===== src/rtl/rs232_pkg.sv =====
// Shared types and constants for the RS232 three-byte register-access responder.
package rs232_pkg;

   typedef enum logic [2:0] {
      IDLE,
      GET_ADDR,
      GET_DATA,
      EXEC,
      READ_WAIT,
      SEND_ADDR,
      SEND_DATA
   } rs232_state_e;

   // Sub-phase of one reply-byte handshake with the UART transmitter.
   typedef enum logic [1:0] {
      TX_PH_TRIG,
      TX_PH_GAP,
      TX_PH_WAIT
   } rs232_tx_phase_e;

   localparam int         FLOW_RD_BIT           = 0;
   localparam logic [7:0] RS232_DUMMY_BYTE      = 8'hFF;
   localparam int         RS232_TIMEOUT_DEFAULT = 1000000;

   function automatic logic state_drops_byte(rs232_state_e s);
      return (s == EXEC) || (s == READ_WAIT) || (s == SEND_ADDR) || (s == SEND_DATA);
   endfunction

endpackage


===== src/rtl/rs232_byte_timeout.sv =====
// Inter-byte timeout: down-counter reloaded on every byte, one-cycle expiry pulse
// at terminal count, then saturates until the next reload.
module rs232_byte_timeout
   import rs232_pkg::*;
#(
   parameter int TIMEOUT_CYCLES = RS232_TIMEOUT_DEFAULT
) (
   input  logic clk,
   input  logic rst_n,
   input  logic clr,
   input  logic en,
   output logic expire
);

   localparam int              CNT_W = $clog2(TIMEOUT_CYCLES + 1);
   localparam logic [CNT_W-1:0] LOAD  = CNT_W'(TIMEOUT_CYCLES);

   logic [CNT_W-1:0] cnt_q, cnt_d;

   always_comb begin
      cnt_d  = cnt_q;
      expire = en && !clr && (cnt_q == CNT_W'(1));
      if (clr) begin
         cnt_d = LOAD;
      end else if (en && (cnt_q != '0)) begin
         cnt_d = cnt_q - CNT_W'(1);
      end
   end

   always_ff @(posedge clk or negedge rst_n) begin
      if (!rst_n) begin
         cnt_q <= LOAD;
      end else begin
         cnt_q <= cnt_d;
      end
   end

endmodule


===== src/rtl/rs232_reg_slave.sv =====
// RS232 register-access responder: parses flow/address/data frames, drives the
// register bus and returns (address, data) replies for reads.
// Optional inter-byte timeout enabled by defining RS232_SLAVE_TIMEOUT_EN.
//
// state     | meaning
// IDLE      | waiting for flow byte
// GET_ADDR  | waiting for address byte
// GET_DATA  | waiting for data / dummy byte
// EXEC      | one-cycle REG_WE or REG_RE strobe
// READ_WAIT | capture REG_RDATA into reply
// SEND_ADDR | transmit address echo
// SEND_DATA | transmit read data
module rs232_reg_slave
   import rs232_pkg::*;
#(
   parameter int TIMEOUT_CYCLES = RS232_TIMEOUT_DEFAULT
) (
   input  logic       CLK_50MHZ,
   input  logic       RST,
   input  logic [7:0] RX_DATA,
   input  logic       RX_DONE,
   output logic [7:0] TX_DATA,
   output logic       TX_TRG,
   input  logic       TX_BUSY,
   output logic [7:0] REG_ADDR,
   output logic [7:0] REG_WDATA,
   output logic       REG_WE,
   output logic       REG_RE,
   input  logic [7:0] REG_RDATA,
   output logic       FRAME_ERR
);

   rs232_state_e    state_q, state_d;
   rs232_tx_phase_e phase_q, phase_d;
   logic            rd_q, rd_d;
   logic [7:0]      addr_q, addr_d;
   logic [7:0]      wdata_q, wdata_d;
   logic [7:0]      reply_q, reply_d;
   logic [7:0]      tx_data_q, tx_data_d;
   logic            timeout_expire;

`ifdef RS232_SLAVE_TIMEOUT_EN
   rs232_byte_timeout #(
      .TIMEOUT_CYCLES(TIMEOUT_CYCLES)
   ) u_timeout (
      .clk    (CLK_50MHZ),
      .rst_n  (RST),
      .clr    (RX_DONE),
      .en     ((state_q == GET_ADDR) || (state_q == GET_DATA)),
      .expire (timeout_expire)
   );
`else
   assign timeout_expire = 1'b0;
`endif

   assign REG_ADDR  = addr_q;
   assign REG_WDATA = wdata_q;
   assign TX_DATA   = tx_data_q;

   always_comb begin
      state_d   = state_q;
      phase_d   = phase_q;
      rd_d      = rd_q;
      addr_d    = addr_q;
      wdata_d   = wdata_q;
      reply_d   = reply_q;
      tx_data_d = tx_data_q;
      REG_WE    = 1'b0;
      REG_RE    = 1'b0;
      TX_TRG    = 1'b0;
      FRAME_ERR = RX_DONE && state_drops_byte(state_q);

      case (state_q)
         IDLE: begin
            if (RX_DONE) begin
               rd_d    = RX_DATA[FLOW_RD_BIT];
               state_d = GET_ADDR;
            end
         end
         GET_ADDR: begin
            if (RX_DONE) begin
               addr_d  = RX_DATA;
               state_d = GET_DATA;
            end else if (timeout_expire) begin
               FRAME_ERR = 1'b1;
               state_d   = IDLE;
            end
         end
         GET_DATA: begin
            if (RX_DONE) begin
               if (!rd_q) wdata_d = RX_DATA;
               state_d = EXEC;
            end else if (timeout_expire) begin
               FRAME_ERR = 1'b1;
               state_d   = IDLE;
            end
         end
         EXEC: begin
            if (rd_q) begin
               REG_RE  = 1'b1;
               state_d = READ_WAIT;
            end else begin
               REG_WE  = 1'b1;
               state_d = IDLE;
            end
         end
         READ_WAIT: begin
            reply_d   = REG_RDATA;
            tx_data_d = addr_q;
            phase_d   = TX_PH_TRIG;
            state_d   = SEND_ADDR;
         end
         SEND_ADDR, SEND_DATA: begin
            // The transmitter raises busy a cycle late, so the cycle after the
            // trigger is skipped before waiting for busy to clear.
            case (phase_q)
               TX_PH_TRIG: begin
                  if (!TX_BUSY) begin
                     TX_TRG  = 1'b1;
                     phase_d = TX_PH_GAP;
                  end
               end
               TX_PH_GAP: phase_d = TX_PH_WAIT;
               TX_PH_WAIT: begin
                  if (!TX_BUSY) begin
                     phase_d = TX_PH_TRIG;
                     if (state_q == SEND_ADDR) begin
                        tx_data_d = reply_q;
                        state_d   = SEND_DATA;
                     end else begin
                        state_d = IDLE;
                     end
                  end
               end
               default: phase_d = TX_PH_TRIG;
            endcase
         end
         default: state_d = IDLE;
      endcase
   end

   always_ff @(posedge CLK_50MHZ or negedge RST) begin
      if (!RST) begin
         state_q   <= IDLE;
         phase_q   <= TX_PH_TRIG;
         rd_q      <= 1'b0;
         addr_q    <= 8'h00;
         wdata_q   <= 8'h00;
         reply_q   <= 8'h00;
         tx_data_q <= 8'h00;
      end else begin
         state_q   <= state_d;
         phase_q   <= phase_d;
         rd_q      <= rd_d;
         addr_q    <= addr_d;
         wdata_q   <= wdata_d;
         reply_q   <= reply_d;
         tx_data_q <= tx_data_d;
      end
   end

endmodule


===== config.mk =====
export PLATFORM = sky130hd
export DESIGN_NAME = rs232_reg_slave
export DESIGN_NICKNAME = d
export VERILOG_FILES = /design/src/rtl/rs232_pkg.sv /design/src/rtl/rs232_byte_timeout.sv /design/src/rtl/rs232_reg_slave.sv
export SDC_FILE = /design/constraint.sdc
export NUM_CORES = 1
export LEC_CHECK = 0
export ABC_AREA = 1
export CORE_MARGIN = 2
export CORE_UTILIZATION = 43
export DETAILED_ROUTE_END_ITERATION = 16
export PLACE_DENSITY = 0.84
export SLEW_MARGIN = 20
export SYNTH_ARGS = -nofsm -noshare
export SYNTH_HDL_FRONTEND = slang
export SYNTH_HIERARCHICAL = 1
export SYNTH_SLANG_ARGS = --single-unit

===== constraint.sdc =====
create_clock -name CLK_50MHZ -period 1.2 [get_ports CLK_50MHZ]
set_clock_uncertainty 0.05 [all_clocks]
set_input_delay 0.18 -clock CLK_50MHZ [delete_from_list [all_inputs] [get_ports CLK_50MHZ]]
set_output_delay 0.18 -clock CLK_50MHZ [all_outputs]
set_load 0.005 [all_outputs]

==> impl_metrics.json, run 1 <==
{
  "status": "finished, violations left",
  "violations": "negative setup slack",
  "synth_area_um2": 1727,
  "synthTopCellsByCount": "nand2_1, dfrtp_1, o21ai_0",
  "drv_slew": 0,
  "use_met1": 0.3103,
  "synth.most_common_cell": "nand2_1",
  "dieArea_um2": 4538,
  "die_y_um": 67.37,
  "numCtsBuffers": 5,
  "worst_pin_slew_ns": 0.3394,
  "yosysUniqueCellTypes": 19,
  "timing.final.ws_setup_ns": -0.4325,
  "port_buffers": 47,
  "fmax_mhz": 612.6,
  "avgRoutedWirePerCell_um": 18.09,
  "cp.arrival_ns": 1.83,
  "utilization": 0.7458,
  "synth-edff-count": 0,
  "min_period_ns": 1.632,
  "ys.flop_type": "dfrtp_1",
  "cellPowerDensity_nw_per_um2": 2812,
  "pin_count": 48,
  "crit_fanout": 11,
  "firstDrtPassIters": 8,
  "routed_via_density": 5.382,
  "critPathRequiredTime_ns": 1.40,
  "yosys.area.top_type": "dfrtp_1",
  "hold_ws_ns": 0.2429,
  "dpl.hpwl_um": 3025,
  "slowest_delay_ns": 0.43,
  "antenna_found_initial": 0,
  "grtUsageMet2": 0.3948,
  "cp-start-kind": "flip-flop",
  "drtIter0Drc": 226,
  "avgSynthCellArea_um2": 8.341,
  "period_share": 1.360,
  "syn_nets": 227,
  "start_util": 0.4380,
  "drt_wl_total_um": 6495,
  "yosysTopAreaCellShare": 0.5507,
  "clkTransAtPathRegs_ns": 0.09,
  "core_um2": 3943,
  "grt_max_degree": 27,
  "critical-path-slowest-cell": "dfrtp_2",
  "setup_viol": 42,
  "diodes": 0,
  "finalNetCount": 328,
  "grt_pass1_vias": 1740,
  "crit_path_cell_trace": "buf_6 > buf_6 > nor2_4 > nor2_4 > buf_4 > a21oi_4 > nand2_1 > nand2_1",
  "drive_gt1_frac": 0.3722,
  "maxCapViolCount": 0,
  "yosysSeqAreaShare": 0.5507,
  "htree_levels": 2,
  "clock-root-buffer": "clkbuf_8",
  "grtUsageMet3": 0.04667,
  "final_area_um2": 2940,
  "grt_overflow": 0,
  "hold_viol": 0,
  "maxSlewHeadroom": 0.7737,
  "endpoint_kind": "flip-flop",
  "grt_pass1_wl_um": 8121,
  "grt_busiest_layer": "met2",
  "gp_congestion": 0.8358,
  "ctsLongestPathBuffers": 2,
  "grtUsageTotal": 0.2446,
  "synthTopCellsByArea": "dfrtp_1, nand2_1, o21ai_0, nand3_1, inv_1",
  "ys_seq_elements": 38,
  "drc": 0,
  "synthToLayoutAreaGrowth_pct": 70.29,
  "cts_sinks": 38,
  "routed-via-count": 1932,
  "n_fill_cell": 245,
  "dp_slack_ns": -0.4127,
  "path_class": "flip-flop to flip-flop",
  "rsz0062_at_grt": "true",
  "syn_inst": 207,
  "fp.dieW_um": 67.37,
  "hold_class": "input port to async pin",
  "clk_latency_ns": 0.31,
  "leakagePower_uw": 0.001520,
  "yosysWarnings": 6,
  "irDropWorstVdd_mv": 1.830,
  "async_flop_share": 1.000,
  "ant_nets": 0,
  "placed_area_um2": 2376,
  "rows": 23,
  "tritoncts": "done"
}
[placed cells by master, fill, tap and decap left out, types with 8 or more instances in the layout]
cell             instances
buf_4                   43
buf_6                    8
clkdlybuf4s15_1         14
clkdlybuf4s50_1         18
dfrtp_1                 35
dlygate4sd2_1           10
inv_1                   14
nand2_1                 65
nand2_2                 12
nand2_4                 10
nand3_1                 13
o21ai_0                  9
o21ai_1                 10
o21ai_2                  8
[registers in the layout (all words and copies together) (netlist names)]
name	count
REG_ADDR	8
REG_WDATA	8
TX_DATA	8
reply_q	8
state_q	3
phase_q	2
rd_q	1
[routing by layer]
metal  wire length [um]  part of all wire
met4                370             0.057
met3                600             0.092
met2               3139              0.48
met5                  0                 0
met1               2385              0.37
[final cells by class]
| type | instances | area (um2) | area share |
|---|---|---|---|
| Inverter | 17 | 66.31 | 0.02255 |
| Sequential cell | 38 | 954.7 | 0.3247 |
| Multi-Input combinational cell | 145 | 847.1 | 0.2881 |
| Timing Repair Buffer | 101 | 895.9 | 0.3047 |
| Clock inverter | 3 | 45.04 | 0.01532 |
| Tap cell | 50 | 62.56 | 0.02128 |
| Clock buffer | 5 | 68.82 | 0.02340 |
[path summary, 6_finish.rpt]
check,startpoint,end,slack [ns],cells after the start
worst min-delay path,RST,REG_ADDR[3],0.24,2
worst max-delay path,state_q[0],TX_DATA[6],-0.43,8
min in group CLK_50MHZ,REG_RDATA[6],reply_q[6],0.38,3
max in group asynchronous,RST,state_q[2],0.38,3
worst max register to register,state_q[0],TX_DATA[6],-0.43,8
worst min register to register,TX_DATA[7],TX_DATA[7],0.43,2
[report_power, final]
part / internal (uW) / switching, uW
combinational: 2260 / 2620
sequential: 1880 / 394
clock: 618 / 493
[metrics by stage]
stage          std cells  setup TNS [ns]  total power [uW]
6_report             359          -12.37              8267
3_3_place_gp         316          -10.36              5438
5_1_grt              359          -13.20              8677
2_1_floorplan        207         -0.4814              4005
4_1_cts              349          -8.822              7105
3_5_place_dp         316          -11.56              5562
[repair_timing]
item,CTS,global route
endpoints found under the setup margin,65,55
pin swaps,12,15
hold endpoints to repair,12,0
gates resized for setup,64,62
cloned,2,0
buffers inserted,23,10
hold buffers,1,0
[critical path, delay by kind of cell (launching register included)]
family,cells,cell delay [ns]
compound gates,1,0.26
flops,1,0.43
buf+inv,3,0.43
simple gates,4,0.40
[kinds of logic (layout without fill, tap and decap cells)]
| kind of cell | count (synthesis) | in the layout | synth area share |
|---|---|---|---|
| DFF | 38 | 38 | 0.5507 |
| and+or+nand+nor | 112 | 113 | 0.2761 |
| buffers and inverters | 25 | 126 | 0.07318 |
| AOI/OAI and AO/OA | 32 | 32 | 0.1000 |
Note: power is estimated with default switching activity, not from simulation.
==> run 2: changes to the inputs <==
--- a/config.mk
+++ b/config.mk
@@ -8,6 +8,7 @@
 export ABC_AREA = 1
 export CORE_MARGIN = 2
 export CORE_UTILIZATION = 43
+export CTS_CLUSTER_DIAMETER = 30
 export DETAILED_ROUTE_END_ITERATION = 16
 export PLACE_DENSITY = 0.84
 export SLEW_MARGIN = 20
==> results of run 2 <==
Final layout, timing and power as in run 1 (identical DEF).
